$ cat src/rtl/uart_rx_gen_if.sv
// Receive-side handshake bundle: head-of-FIFO entry plus valid/ready.
interface uart_rx_gen_if #(
  parameter int unsigned DATA_BITS = 8
);
  logic                 rx_valid;
  logic                 rx_ready;
  logic [DATA_BITS-1:0] rx_data;
  logic                 rx_pe;
  logic                 rx_fe;

  modport master (output rx_valid, rx_data, rx_pe, rx_fe, input rx_ready);
  modport slave  (input rx_valid, rx_data, rx_pe, rx_fe, output rx_ready);
endinterface

$ cat src/rtl/uart_rx_gen.sv
// Parametrised UART receiver: majority-vote sampling, glitch/break/gap detection,
// and a show-ahead FIFO towards the consumer.
module uart_rx_gen #(
  parameter int unsigned CLK_HZ      = 50_000_000,
  parameter int unsigned BIT_RATE    = 100_000,
  parameter int unsigned DATA_BITS   = 8,
  parameter int unsigned PARITY_MODE = 1,
  parameter int unsigned STOP_BITS   = 2,
  parameter int unsigned INVERT      = 0,
  parameter int unsigned FIFO_DEPTH  = 4,
  parameter int unsigned GAP_BITS    = 20
) (
  input  logic           clk,
  input  logic           reset,
  input  logic           uart_rxd,
  input  logic           rx_en,
  uart_rx_gen_if.master  rx,
  output logic           rx_overflow,
  output logic           rx_break,
  output logic           rx_gap
);

  localparam int unsigned CPB       = CLK_HZ / BIT_RATE;
  localparam int unsigned CW        = $clog2(CPB);
  localparam logic [CW-1:0] T_A     = CW'(CPB/2 - 1);
  localparam logic [CW-1:0] T_B     = CW'(CPB/2);
  localparam logic [CW-1:0] T_C     = CW'(CPB/2 + 1);
  localparam logic [CW-1:0] T_END   = CW'(CPB - 1);
  localparam int unsigned AW        = $clog2(FIFO_DEPTH);
  localparam int unsigned EW        = DATA_BITS + 2;
  localparam int unsigned GAP_TICKS = GAP_BITS * CPB;
  localparam int unsigned GW        = $clog2(GAP_TICKS);
  localparam logic [GW-1:0] GAP_LAST = GW'(GAP_TICKS - 1);
  localparam logic [3:0]  LAST_BIT  = 4'(DATA_BITS - 1);
  localparam logic        LAST_STOP = 1'(STOP_BITS - 1);

  typedef enum logic [2:0] {IDLE, START, DATA, PARITY, STOP, BRK} state_t;

  state_t               state, state_n;
  logic                 rx_in, sync1, rxs;
  logic [CW-1:0]        cnt;
  logic [3:0]           bit_idx;
  logic                 stop_idx;
  logic [DATA_BITS-1:0] shreg;
  logic                 pe_r, fe_r, par_bit;
  logic                 samp_a, samp_b, vote, vote_tick, bit_end, exp_par;
  logic                 push, brk_evt, brk_exit, start_evt;
  logic [EW-1:0]        entry, head;
  logic [EW-1:0]        mem [FIFO_DEPTH];
  logic [AW-1:0]        wr_ptr, rd_ptr;
  logic [AW:0]          count;
  logic                 full, pop, do_push, ovf;
  logic                 armed;
  logic [GW-1:0]        idle_cnt;

  assign rx_in = (INVERT != 0) ? ~uart_rxd : uart_rxd;

  // Synchroniser powers up at the idle level so reset cannot fake a start edge.
  always_ff @(posedge clk or posedge reset) begin
    if (reset) begin
      sync1 <= 1'b1;
      rxs   <= 1'b1;
    end else begin
      sync1 <= rx_in;
      rxs   <= sync1;
    end
  end

  assign vote      = (samp_a & samp_b) | (samp_a & rxs) | (samp_b & rxs);
  assign vote_tick = (cnt == T_C);
  assign bit_end   = (cnt == T_END);
  assign exp_par   = (PARITY_MODE == 2) ? ~^shreg : ^shreg;
  assign entry     = {fe_r | ~vote, pe_r, shreg};

  always_ff @(posedge clk or posedge reset) begin
    if (reset) state <= IDLE;
    else       state <= state_n;
  end

  always_comb begin
    state_n  = state;
    push     = 1'b0;
    brk_evt  = 1'b0;
    brk_exit = 1'b0;
    case (state)
      IDLE:   if (rx_en && !rxs) state_n = START;
      START: begin
        if (vote_tick && vote) state_n = IDLE;
        else if (bit_end)      state_n = DATA;
      end
      DATA:   if (bit_end && bit_idx == LAST_BIT) state_n = (PARITY_MODE != 0) ? PARITY : STOP;
      PARITY: if (bit_end) state_n = STOP;
      STOP: begin
        if (vote_tick) begin
          // An all-zero frame through the first stop bit is a line break, not data.
          if (!stop_idx && shreg == '0 && !par_bit && !vote) begin
            state_n = BRK;
            brk_evt = 1'b1;
          end else if (stop_idx == LAST_STOP) begin
            state_n = IDLE;
            push    = 1'b1;
          end
        end
      end
      BRK: if (rxs) begin
        state_n  = IDLE;
        brk_exit = 1'b1;
      end
      default: state_n = IDLE;
    endcase
    if (!rx_en) begin
      state_n  = IDLE;
      push     = 1'b0;
      brk_evt  = 1'b0;
      brk_exit = 1'b0;
    end
  end

  assign start_evt = (state == IDLE) && (state_n == START);

  always_ff @(posedge clk or posedge reset) begin
    if (reset) begin
      cnt      <= '0;
      bit_idx  <= '0;
      stop_idx <= 1'b0;
      shreg    <= '0;
      pe_r     <= 1'b0;
      fe_r     <= 1'b0;
      par_bit  <= 1'b0;
      samp_a   <= 1'b1;
      samp_b   <= 1'b1;
    end else begin
      if (state_n != state || bit_end || state_n == IDLE || state_n == BRK) cnt <= '0;
      else cnt <= cnt + 1'b1;
      if (cnt == T_A) samp_a <= rxs;
      if (cnt == T_B) samp_b <= rxs;
      case (state)
        START: begin
          bit_idx  <= '0;
          stop_idx <= 1'b0;
          pe_r     <= 1'b0;
          fe_r     <= 1'b0;
          par_bit  <= 1'b0;
        end
        DATA: begin
          if (vote_tick) shreg <= {vote, shreg[DATA_BITS-1:1]};
          if (bit_end)   bit_idx <= bit_idx + 1'b1;
        end
        PARITY: if (vote_tick) begin
          par_bit <= vote;
          pe_r    <= (vote != exp_par);
        end
        STOP: begin
          if (vote_tick) fe_r <= fe_r | ~vote;
          if (bit_end)   stop_idx <= 1'b1;
        end
        default: ;
      endcase
    end
  end

  assign full    = (count == (AW+1)'(FIFO_DEPTH));
  assign pop     = rx.rx_valid && rx.rx_ready;
  assign do_push = push && (!full || pop);
  assign ovf     = push && full && !pop;

  always_ff @(posedge clk) begin
    if (do_push) mem[wr_ptr] <= entry;
  end

  always_ff @(posedge clk or posedge reset) begin
    if (reset) begin
      wr_ptr <= '0;
      rd_ptr <= '0;
      count  <= '0;
    end else begin
      if (do_push) wr_ptr <= wr_ptr + 1'b1;
      if (pop)     rd_ptr <= rd_ptr + 1'b1;
      if (do_push && !pop)      count <= count + 1'b1;
      else if (!do_push && pop) count <= count - 1'b1;
    end
  end

  assign head        = mem[rd_ptr];
  assign rx.rx_valid = (count != '0);
  assign rx.rx_data  = rx.rx_valid ? head[DATA_BITS-1:0] : '0;
  assign rx.rx_pe    = rx.rx_valid & head[DATA_BITS];
  assign rx.rx_fe    = rx.rx_valid & head[DATA_BITS+1];

  always_ff @(posedge clk or posedge reset) begin
    if (reset) begin
      rx_overflow <= 1'b0;
      rx_break    <= 1'b0;
      rx_gap      <= 1'b0;
      armed       <= 1'b0;
      idle_cnt    <= '0;
    end else begin
      rx_overflow <= ovf;
      rx_break    <= brk_evt;
      rx_gap      <= 1'b0;
      if (do_push || brk_exit) begin
        armed    <= 1'b1;
        idle_cnt <= '0;
      end else if (start_evt) begin
        idle_cnt <= '0;
      end else if (armed && rx_en && state == IDLE && rxs) begin
        if (idle_cnt == GAP_LAST) begin
          rx_gap <= 1'b1;
          armed  <= 1'b0;
        end else begin
          idle_cnt <= idle_cnt + 1'b1;
        end
      end
    end
  end

endmodule
$ cat src/flat_wrapper.sv
// flat-port wrapper written by rule: the top's interface ports become plain ports
module uart_rx_gen_flat 
#(
  parameter int unsigned CLK_HZ      = 50_000_000,
  parameter int unsigned BIT_RATE    = 100_000,
  parameter int unsigned DATA_BITS   = 8,
  parameter int unsigned PARITY_MODE = 1,
  parameter int unsigned STOP_BITS   = 2,
  parameter int unsigned INVERT      = 0,
  parameter int unsigned FIFO_DEPTH  = 4,
  parameter int unsigned GAP_BITS    = 20
)
  (clk, reset, uart_rxd, rx_en, rx_overflow, rx_break, rx_gap, rx_rx_valid, rx_rx_data, rx_rx_pe, rx_rx_fe, rx_rx_ready);
  uart_rx_gen_if #(.DATA_BITS(DATA_BITS)) rx_i ();
  input  logic clk;
  input  logic reset;
  input  logic uart_rxd;
  input  logic rx_en;
  output logic rx_overflow;
  output logic rx_break;
  output logic rx_gap;
  output wire logic [$bits(rx_i.rx_valid)-1:0] rx_rx_valid;
  output wire logic [$bits(rx_i.rx_data)-1:0] rx_rx_data;
  output wire logic [$bits(rx_i.rx_pe)-1:0] rx_rx_pe;
  output wire logic [$bits(rx_i.rx_fe)-1:0] rx_rx_fe;
  input wire logic [$bits(rx_i.rx_ready)-1:0] rx_rx_ready;
  assign rx_rx_valid = rx_i.rx_valid;
  assign rx_rx_data = rx_i.rx_data;
  assign rx_rx_pe = rx_i.rx_pe;
  assign rx_rx_fe = rx_i.rx_fe;
  assign rx_i.rx_ready = rx_rx_ready;
  uart_rx_gen #(.CLK_HZ(CLK_HZ), .BIT_RATE(BIT_RATE), .DATA_BITS(DATA_BITS), .PARITY_MODE(PARITY_MODE), .STOP_BITS(STOP_BITS), .INVERT(INVERT), .FIFO_DEPTH(FIFO_DEPTH), .GAP_BITS(GAP_BITS)) u_core (.clk(clk), .reset(reset), .uart_rxd(uart_rxd), .rx_en(rx_en), .rx(rx_i), .rx_overflow(rx_overflow), .rx_break(rx_break), .rx_gap(rx_gap));
endmodule
$ cat config.mk
export PLATFORM = sky130hd
export DESIGN_NAME = uart_rx_gen_flat
export DESIGN_NICKNAME = d
export VERILOG_FILES = /design/src/rtl/uart_rx_gen_if.sv /design/src/rtl/uart_rx_gen.sv /design/src/flat_wrapper.sv
export SDC_FILE = /design/constraint.sdc
export NUM_CORES = 1
export LEC_CHECK = 0
export CELL_PAD_IN_SITES_DETAIL_PLACEMENT = 1
export CELL_PAD_IN_SITES_GLOBAL_PLACEMENT = 1
export CORE_MARGIN = 5
export CORE_UTILIZATION = 53
export DETAILED_ROUTE_END_ITERATION = 16
export PLACE_DENSITY = 0.94
export REMOVE_ABC_BUFFERS = 1
export SYNTH_ARGS = -nofsm -noshare
export SYNTH_HDL_FRONTEND = slang
export SYNTH_SLANG_ARGS = --single-unit
export TNS_END_PERCENT = 20
$ cat constraint.sdc
create_clock -name clk -period 4.6 [get_ports clk]
set_input_delay 0.69 -clock clk [delete_from_list [all_inputs] [get_ports clk]]
set_output_delay 0.69 -clock clk [all_outputs]
set_load 0.05 [all_outputs]
[Word level (Yosys, flattened, before mapping)]
Memories as Yosys holds them, arrays and structs flattened.
Index checks and enable logic that the tools add are counted.
Cells by class
  $add $sub $neg: 7
  equality and inequality tests: 22
  multiplexer cells: 51
  bitwise logic cells: 9
  reduce and logical (&&, ||, !) cells: 47
Operators with widths (count)
  14-bit two-way mux: 4
  3-bit two-way mux: 12
  9-bit by 8-bit equality test with 1-bit output, second input constant: 3
  1-bit two-way mux: 26
  3-bit case mux with 6 select lines: 1
  1-bit logical AND: 16
  14-bit by 1-bit adder with 14-bit output, second input constant: 1
  14-bit equality test, second input constant: 1
  3-bit equality test, second input constant: 4
  2-bit AND reduction: 6
  2-bit nonzero test: 6
  9-bit by 1-bit adder with 9-bit output, second input constant: 1
  9-bit equality test, second input constant: 1
  9-bit two-way mux: 1
  8-bit logical NOT: 1
  8-bit two-way mux: 1
  2-bit by 1-bit inequality test with 1-bit output, second input constant: 4
  1-bit case mux with 2 select lines: 4
  4-bit case mux with 2 select lines: 1
  8-bit XOR reduction: 1
  1-bit logical NOT: 7
  3-bit by 1-bit equality test with 1-bit output, second input constant: 2
  3-bit by 2-bit equality test with 1-bit output, second input constant: 2
  3-bit logical NOT: 2
  other kinds (16): 28
Storage, ports and cells
  bits in registers: 57
  memory bits (writable): 40
  input port bits: 5
  memories kept: 1
Memories
  u_core.mem: words 4, bits a word 10, read ports 1, clocked after memory_dff 0, write ports 1, line uart_rx_gen.sv:49  | logic [EW-1:0] mem [FIFO_DEPTH];

[Depth between registers and ports, before layout]
Gate-level depths: netlist of the first run.
  word-level depth: 14
  depth in mapped cells: 10
  mapped depth without buffers: 10

[Worst setup path after synthesis of the first run]
No wires, ideal clock.
  path type: input port to flip-flop
  start point: in rx_rx_ready
  end point: reg u_core.count[1]
  arrival: 2576 ps
  path slack: 1900 ps
  stages on the path: 6
  buffers on the path: 0
  path through: or4b_2 and2_0 ha_1 inv_1 fa_1 mux2_2
Between the ends
  longest elaborated chain between the ends: 6
Ends and longest elaborated chain
  from (decl): line flat_wrapper.sv:26  | input wire logic [$bits(rx_i.rx_ready)-1:0] rx_rx_ready;
  1-bit logical AND (*): line uart_rx_gen.sv:163  | assign pop = rx.rx_valid && rx.rx_ready;
  1-bit logical OR (*): line uart_rx_gen.sv:164  | assign do_push = push && (!full || pop);
  1-bit logical AND (*): line uart_rx_gen.sv:164
  net u_core.do_push: line uart_rx_gen.sv:52  | logic full, pop, do_push, ovf;
  1-bit logical NOT: line uart_rx_gen.sv:180  | else if (!do_push && pop) count <= count - 1'b1;
  1-bit logical AND: line uart_rx_gen.sv:180
  2-bit nonzero test (no source line)
  to (signal assigned): line uart_rx_gen.sv:179  | if (do_push && !pop) count <= count + 1'b1;
  to (signal assigned): line uart_rx_gen.sv:180
  to (decl): line uart_rx_gen.sv:51  | logic [AW:0] count;
Mark *: on every way through the listed nets, which the timed path passes. The rest lies on a longest branch.
A chain may end at the register's enable or synchronous reset.

[Final worst setup path of the first run]
  start point: reg u_core.rd_ptr[0]
  end point: out rx_rx_pe
Between the ends
  longest elaborated chain between the ends: 2
Ends and longest elaborated chain
  from (decl): line uart_rx_gen.sv:50  | logic [AW-1:0] wr_ptr, rd_ptr;
  from (signal assigned): line uart_rx_gen.sv:178  | if (pop) rd_ptr <= rd_ptr + 1'b1;
  memory read 4 x 10 bit
  1-bit AND: line uart_rx_gen.sv:187  | assign rx.rx_pe = rx.rx_valid & head[DATA_BITS];
  to (decl): line flat_wrapper.sv:24  | output wire logic [$bits(rx_i.rx_pe)-1:0] rx_rx_pe;
Every way passes these cells.

==> flow_summary.yaml, run 1 <==
synthesis:
  synth_cells: 388
  ys.flop_type: "dfrtp_1"
  synth_area_per_cell_um2: 11.90
  synth.top_cell.area_share_pct: 28.73
  synth_top_area_cell: "dfrtp_1"
  netlist_top_cells_area: "dfrtp_1, edfxtp_1, mux4_2"
  async_flop_share_pct: 58.76
  synth_edf_count: 40
  synth_cell_types: 57
  synth.cell_area_mm2: 0.004617
  synth-seq-cells: 97
  synth-seq-area-share_pct: 57.02
  yosysWarningCount: 0
place:
  portBuffers: 18
  dpl_cell_area_mm2: 0.004893
  hpwl_mm: 7.280
  place_inst: 504
  gp_congestion: 0.8565
min_path:
  hp-class: "flip-flop to flip-flop"
  whs_endpoint: "u_core.rxs$_DFF_PP1_"
  hold_start: "u_core.sync1$_DFF_PP1_"
  hold_path_depth: 0
flow_run:
  cap_violations: 0
layout:
  fin_cells: 520
  num_antenna_cells: 0
  fillCellCount: 883
  nets: 427
  final_util_pct: 59.10
  drive_gt1_share_pct: 10.44
  syn2layout_area_growth_pct: 10.00
  final_area_mm2: 0.005079
floorplanning:
  die_w_um: 103.3
  start_util_pct: 53.73
  die_h_um: 103.3
  core_region_area_mm2: 0.008593
  row_count: 34
  ioPinCount: 19
  dieArea_mm2: 0.01068
clock_network:
  ctsHoldBuffers: 0
  cts_root_buf: "clkbuf_8"
  htree_num_levels: 3
  clock_latency_ns: 0.38
  clkTransAtPathRegs_ns: 0.11
  cts_tree: "built"
  postCtsSetupBuffers: 0
  cts_buffer_depth: 2
  cts_buffers: 9
  numClockSinks: 97
  postCtsResizedCells: 0
drt:
  routed_wl_mm: 10.16
  drtPass1Iterations: 4
  wl_per_cell_um: 19.55
  drtIter0Drc: 120
  post_drt_via_cell_ratio: 5.935
  num_vias: 3086
  ant_nets: 0
  drc: 0
critical_path:
  r2r_setup_slack_ns: 1.48
  crit_type: "flip-flop to output port"
  cp.arrival_ns: 2.68
  path_max_fanout: 12
  timing.critical_path.cells: "mux4_2 -> and2_1 -> clkdlybuf4s50_1"
  slowest_delay_ns: 0.82
  timing.rr.end: "u_core.count[2]$_DFFE_PP0P_"
  cp_top_family: "flip-flops"
  cp_slowest_cell: "dfrtp_1"
  crit_required_ns: 3.91
  worstReg2RegStart: "u_core.state[0]$_DFF_PP0_"
  worstSetupStartpointType: "flip-flop"
  cp.depth: 3
  crit_buf_inv: 1
  reg2reg_depth: 10
  crit_path_end_kind: "output port"
sta:
  hold_ws_ns: 0.3598
  hold_viol: 0
  slew_headroom_pct: 44.98
  drv_slew: 0
  fin_crit_ns: 3.366
  grt_setup_unrepaired: "no"
  max_freq_ghz: 0.2971
  skew_ns: 0.01880
  finalCritPeriodShare_pct: 73.17
  tightest_slew_ns: 0.8208
  totalNegativeSetupSlack_ns: 0
  setup_viol: 0
global_routing:
  overflow: 0
  antenna_found_initial: 0
  grt_max_degree: 43
  grt_pass1_wl_mm: 16.95
  grt.total_usage_pct: 20.95
  grt_pass1_vias: 3348
power:
  p_leak_nw: 2.021
  powerDensity_mw_per_mm2: 292.7
  vdd_drop_max_v: 0.0001481
outcome:
  status: "finished, final reports clean"
[worst max-delay path by stage]
stage                                      start                     endpoint
floorplan                            rx_rx_ready  u_core.count[1]$_DFFE_PP0P_
global placement                           rx_en  u_core.count[2]$_DFFE_PP0P_
CTS                 u_core.rd_ptr[0]$_DFFE_PP0P_                     rx_rx_pe
global route        u_core.rd_ptr[0]$_DFFE_PP0P_                     rx_rx_fe
detailed placement                         rx_en  u_core.count[2]$_DFFE_PP0P_
finish              u_core.rd_ptr[0]$_DFFE_PP0P_                     rx_rx_pe
[metal layers]
metal / vias up / GRT usage [%] / share of wire (%)
met5: - / 0 / 0
met1: 1583 / 25.47 / 43
met4: 0 / 8.068 / 1.9
li1: 1446 / - / -
met2: 43 / 37.64 / 53
met3: 14 / 3.018 / 2.5
[cells by family (layout without fill, tap and decap cells)]
family / count (synthesis) / in the layout / synth area share [%]
simple gates: 147 / 147 / 17.05
fa+ha+maj: 16 / 16 / 4.445
buf+inv: 33 / 57 / 2.872
compound gates: 53 / 53 / 7.426
flops: 97 / 97 / 57.02
xor+xnor: 27 / 27 / 5.122
mux: 15 / 15 / 6.070
[power breakdown]
part	total, mW	internal (mW)	switching [mW]
logic	0.0454	0.0160	0.0295
registers	0.918	0.904	0.0141
clock network	0.523	0.207	0.316
total	1.49	1.13	0.359
[cells in the final DEF, fill, tap and decap left out, types with 7 or more instances in the layout]
master,Yosys,layout
nor2_1,35,35
and3_1,11,11
nand3_1,16,16
clkbuf_8,0,9
clkdlybuf4s50_1,0,18
nand4_1,8,8
nand2_1,25,25
inv_1,21,20
xor2_1,11,11
o21ai_0,21,21
ha_1,14,14
edfxtp_1,40,40
nand2b_1,7,7
a21oi_1,9,9
dfrtp_1,53,53
and2_1,12,12
mux4_2,10,10
xnor2_1,16,16
[stage by stage]
stage               setup slack, ns  power, mW
floorplan                     1.900     0.9629
global placement              1.244     0.9774
detailed placement            1.033     0.9820
CTS                           1.144      1.502
global route                  1.068      1.555
finish                        1.234      1.487
[state kept, by name, indices dropped and copies added, names as in the netlist]
signal,cells
u_core.armed,1
u_core.bit_idx,4
u_core.cnt,9
u_core.count,3
u_core.fe_r,1
u_core.idle_cnt,14
u_core.mem,40
u_core.par_bit,1
u_core.pe_r,1
u_core.rd_ptr,2
u_core.rx_break,1
u_core.rx_gap,1
u_core.rx_overflow,1
u_core.rxs,1
u_core.samp_a,1
u_core.samp_b,1
u_core.shreg,8
u_core.state,3
u_core.stop_idx,1
u_core.sync1,1
u_core.wr_ptr,2
[layout make-up]
class / instances / area, µm² / area share [%]
flip-flops and latches: 97 / 2633 / 51.84
multi-input cells: 258 / 1852 / 36.46
repair buffers: 20 / 195.2 / 3.843
well taps: 108 / 135.1 / 2.661
clock buffers: 9 / 123.9 / 2.439
inverters: 21 / 78.83 / 1.552
clock inverters: 7 / 61.31 / 1.207
[synth_stat cells, types with 6 or more instances]
cell and instances:
xor2_1 11, o21ai_0 21, nand3_1 16, mux4_2 10, dfrtp_1 53, and3_1 11, clkbuf_1 9, nand2_1 25
and2_1 12, edfxtp_1 40, nand2b_1 7, nor2_1 35, xnor2_1 16, nand4_1 8, nor3_1 6, a21oi_1 9
ha_1 14, inv_1 21
Note: power is estimated with default switching activity, not from simulation.
==> inputs of run 2 (changes only) <==
Settings changed: CORE_UTILIZATION 53 to 45, PLACE_DENSITY 0.94 to 0.86.
Clock period 4.6 ns to 3 ns, I/O delays scaled along.
==> flow_summary.yaml, run 2 (same netlist as run 1, synthesis figures left out) <==
drt:
  drc: 0
  ant_nets: 0
  drtPass1Iterations: 4
  drtIter0Drc: 196
  num_vias: 3152
  post_drt_via_cell_ratio: 5.609
  wl_per_cell_um: 18.53
  routed_wl_mm: 10.42
place:
  portBuffers: 18
  gp_congestion: 0.8711
  hpwl_mm: 7.562
  place_inst: 546
sta:
  fin_crit_ns: 2.831
  slew_headroom_pct: 47.12
  tightest_slew_ns: 0.7732
  finalCritPeriodShare_pct: 94.35
  setup_viol: 0
  skew_ns: 0.01212
  max_freq_ghz: 0.3533
  hold_viol: 0
  grt_setup_unrepaired: "no"
  drv_slew: 0
power:
  vdd_drop_max_v: 0.0001910
  p_leak_nw: 2.109
  p_int_mw: 1.852
  p_comb_share_pct: 3.4
  power_switching_mw: 0.5269
  clock_power_share_pct: 37.5
  swShare_pct: 22.15
  power_frac_seq_pct: 59.1
  powerDensity_mw_per_mm2: 452.5
global_routing:
  grt.total_usage_pct: 17.75
  grt_max_degree: 29
  grt_pass1_wl_mm: 17.73
  grt_pass1_vias: 3492
  antenna_found_initial: 0
  overflow: 0
clock_network:
  cts_tree: "built"
  postCtsSetupBuffers: 0
  cts_root_buf: "clkbuf_8"
  cts_buffer_depth: 2
  clock_latency_ns: 0.37
  htree_num_levels: 3
  clkTransAtPathRegs_ns: 0.10
  numClockSinks: 97
  cts_buffers: 9
  ctsHoldBuffers: 0
  postCtsResizedCells: 0
critical_path:
  reg2reg_depth: 11
  r2r_setup_slack_ns: 0.28
  slowest_delay_ns: 0.70
  cp_slowest_cell: "clkdlybuf4s50_1"
  path_max_fanout: 12
  timing.rr.end: "u_core.count[2]$_DFFE_PP0P_"
  crit_path_end_kind: "output port"
  cp_top_family: "buffers and inverters"
  cp-startpoint: "u_core.rd_ptr[0]$_DFFE_PP0P_"
  timing.critical_path.cells: "buf_4 -> mux4_2 -> and2_1 -> clkdlybuf4s50_1"
  cp.arrival_ns: 2.38
  crit_required_ns: 2.55
  worstReg2RegStart: "u_core.cnt[0]$_DFF_PP0_"
  crit_buf_inv: 2
  worstSetupStartpointType: "flip-flop"
  crit_type: "flip-flop to output port"
floorplanning:
  ioPinCount: 19
  die_h_um: 111.3
  dieArea_mm2: 0.01239
  core_region_area_mm2: 0.01018
  die_w_um: 111.3
  start_util_pct: 45.33
  row_count: 37
layout:
  final_util_pct: 51.62
  fillCellCount: 1087
  final_cell_mix: "dfrtp_1, edfxtp_1, nor2_1"
  fin_cells: 562
  ff_latch_area_mm2: 0.002633
  final_common_cell: "dfrtp_1"
  multiInputGateArea_mm2: 0.001852
  num_antenna_cells: 0
  nets: 441
  syn2layout_area_growth_pct: 13.88
  top_register: "u_core.mem"
  largest_reg_flops: 40
  drive_gt1_share_pct: 13.62
  reg_top3: "u_core.mem (40), u_core.idle_cnt (14), u_core.cnt (9)"
outcome:
  status: "finished, final reports clean"
min_path:
  hp-class: "input pin to asynchronous set/reset pin"
flow_run:
  cap_violations: 0
## run 2: cell count changes in the layout (fill, tap and decap cells not counted), moves of 2 or more
cell,delta
buf_4,+13
clkinv_4,-3
clkbuf_8,+2
inv_8,-2
## run 2: layout make-up
| type | instances | share of cell area, % |
|---|---|---|
| sequential | 97 | 50.07 |
| clock inverter | 5 | 1.142 |
| multi-input combinational | 258 | 35.22 |
| tap | 136 | 3.237 |
| inverter | 21 | 1.499 |
| timing repair buffer | 34 | 5.950 |
| clock buffer | 11 | 2.880 |
## run 2: stage by stage
step	worst slack [ns]	TNS (ns)	hold WS (ns)	instance area [µm²]	power (mW)
finish	0.1694	0	0.3458	5258	2.379
global route	0.04338	0	0.3536	5258	2.480
CTS	0.1236	0	0.3440	5258	2.403
detailed placement	-0.008453	-0.01117	0.3478	5046	1.513
global placement	0.1531	0	0.3462	5046	1.508
floorplan	0.3764	0	0.3452	4563	1.476
## run 2: worst max path at each step
stage / end / depth (start not counted)
2_1_floorplan: u_core.count[2]$_DFFE_PP0P_ / 9
3_3_place_gp: u_core.count[2]$_DFFE_PP0P_ / 11
3_5_place_dp: u_core.count[2]$_DFFE_PP0P_ / 11
4_1_cts: rx_rx_data[6] / 4
5_1_grt: u_core.count[2]$_DFFE_PP0P_ / 11
6_report: rx_rx_data[6] / 4
## run 2: metal layers
layer,routed length [µm],up-vias,track usage (%)
met5,0,-,0
met4,155,0,5.677
met3,280,20,3.493
met2,5404,65,32.17
met1,4575,1600,21.10
li1,-,1467,-
## run 2: worst reg2reg max path: stages (launching register included)
cell and delay (ns):
dfrtp_1 0.43, ha_1 0.22, nand2b_1 0.18, nor4_1 0.34, buf_4 0.20, and2_0 0.19
ha_1 0.21, inv_1 0.07, fa_1 0.38, xor2_1 0.15, nor2_1 0.12, xor2_1 0.16
## run 2: power groups by stage
stage          clock network [mW]  logic, mW  registers, mW
3_5_place_dp                    0     0.0809           1.43
6_report                    0.893     0.0799           1.41
3_3_place_gp                    0     0.0767           1.43
4_1_cts                     0.915     0.0818           1.41
2_1_floorplan                   0     0.0476           1.43
5_1_grt                     0.981     0.0904           1.41
==> inputs of run 3 (changes only) <==
Settings changed: SLEW_MARGIN set to 20.
Clock period 3 ns to 2.5 ns, I/O delays scaled along.
==> flow_summary.yaml, run 3 (same netlist as run 1, synthesis figures left out) <==
floorplanning:
  die_w_um: 111.3
  row_count: 37
  core_region_area_mm2: 0.01018
  dieArea_mm2: 0.01239
  ioPinCount: 19
  start_util_pct: 45.33
  die_h_um: 111.3
critical_path:
  worstSetupStartpointType: "flip-flop"
  cp.arrival_ns: 2.00
  crit_path_end_kind: "output port"
  crit_type: "flip-flop to output port"
  path_max_fanout: 4
  cp_slowest_cell: "clkdlybuf4s50_1"
  crit_required_ns: 2.12
  slowest_delay_ns: 0.74
  timing.critical_path.cells: "or3_1 -> clkdlybuf4s50_1"
power:
  finalPower_mw: 2.845
  powerDensity_mw_per_mm2: 513.1
  vdd_drop_max_v: 0.0002963
  p_leak_nw: 2.300
drt:
  post_drt_via_cell_ratio: 5.557
  drtIter0Drc: 165
  drtPass1Iterations: 4
  wl_per_cell_um: 18.48
  drc: 0
  routed_wl_mm: 11.01
  num_vias: 3312
  ant_nets: 0
global_routing:
  overflow: 0
  grt_pass1_vias: 3629
  grt_max_degree: 30
  grt_pass1_wl_mm: 18.30
  grt.total_usage_pct: 18.47
  antenna_found_initial: 0
min_path:
  hp-class: "input pin to asynchronous set/reset pin"
layout:
  final_cell_mix: "buf_4, dfrtp_1, edfxtp_1"
  final_util_pct: 54.43
  final_common_cell: "buf_4"
  num_antenna_cells: 0
  top_register: "u_core.mem"
  fillCellCount: 1092
  reg_top3: "u_core.mem (40), u_core.idle_cnt (14), u_core.cnt (9)"
  drive_gt1_share_pct: 23.26
  final_area_mm2: 0.005544
  syn2layout_area_growth_pct: 20.08
  largest_reg_flops: 40
  nets: 475
clock_network:
  cts_tree: "built"
  numClockSinks: 97
  cts_buffer_depth: 2
  cts_buffers: 9
  clkTransAtPathRegs_ns: 0.10
  htree_num_levels: 3
  clock_latency_ns: 0.37
  cts_root_buf: "clkbuf_8"
  ctsHoldBuffers: 0
sta:
  totalNegativeSetupSlack_ns: 0
  max_freq_ghz: 0.4208
  grt_setup_unrepaired: "no"
  tightest_slew_ns: 0.5201
  hold_viol: 0
  slew_headroom_pct: 65.22
  fin_crit_ns: 2.376
  finalCritPeriodShare_pct: 95.05
  setup_viol: 0
  hold_ws_ns: 0.2272
  drv_slew: 0
  skew_ns: 0.01299
outcome:
  status: "finished, final reports clean"
place:
  portBuffers: 18
  dpl_cell_area_mm2: 0.005229
  hpwl_mm: 7.918
  gp_congestion: 0.8637
flow_run:
  cap_violations: 0
[run 3: where the power goes]
group,switching (mW),leakage [nW],internal (mW)
registers,0.0197,1.21,1.66
clock network,0.577,0.0964,0.471
logic,0.0672,0.996,0.0461
[run 3: final timing paths]
check	startpoint	end	slack (ns)	cells after the start
min in group clk	u_core.sync1$_DFF_PP1_	u_core.rxs$_DFF_PP1_	0.37	0
worst max register to register	u_core.count[0]$_DFFE_PP0P_	u_core.count[1]$_DFFE_PP0P_	0.15	6
worst min register to register	u_core.sync1$_DFF_PP1_	u_core.rxs$_DFF_PP1_	0.37	0
max in group asynchronous	reset	u_core.samp_a$_DFFE_PP1N_	1.66	3
worst max-delay path	u_core.count[0]$_DFFE_PP0P_	rx_rx_valid	0.12	2
worst min-delay path	reset	u_core.count[0]$_DFFE_PP0P_	0.23	2
[run 3: area by class of cell]
class	instances	area [µm²]	share of cell area, %
timing repair buffer	68	593.1	10.70
clock buffer	9	123.9	2.234
inverter	21	78.83	1.422
clock inverter	7	77.57	1.399
tap	136	170.2	3.069
sequential	97	2633	47.48
multi-input combinational	258	1868	33.69
[run 3: critical path, delay by kind of cell, from the launching register on]
family | cells | cell delay [ns]
buf+inv | 1 | 0.74
flops | 1 | 0.45
simple gates | 1 | 0.43
[run 3: repair_timing]
action                                 in CTS  in global routing
setup buffers                               1                 12
pin swaps                                   0                  4
endpoints found under the hold margin       0                  0
resized for setup                           0                  6
setup endpoints to repair                   1                  2
[run 3: routing by layer]
layer	wire length, µm	track usage (%)	part of all wire (%)	up-vias
li1	-	-	-	1542
met1	4501	21.77	41	1703
met2	6022	33.74	55	51
met3	316	2.784	2.9	16
met4	172	7.056	1.6	0
met5	0	0	0	-
[run 3: metrics by stage]
step                      worst slack [ns]  instances
after global routing               0.05483        596
after CTS                          0.02451        584
after detailed placement           -0.3266        567
after floorplan                    -0.1236        376
after global placement             -0.2007        567
final                               0.1238        596
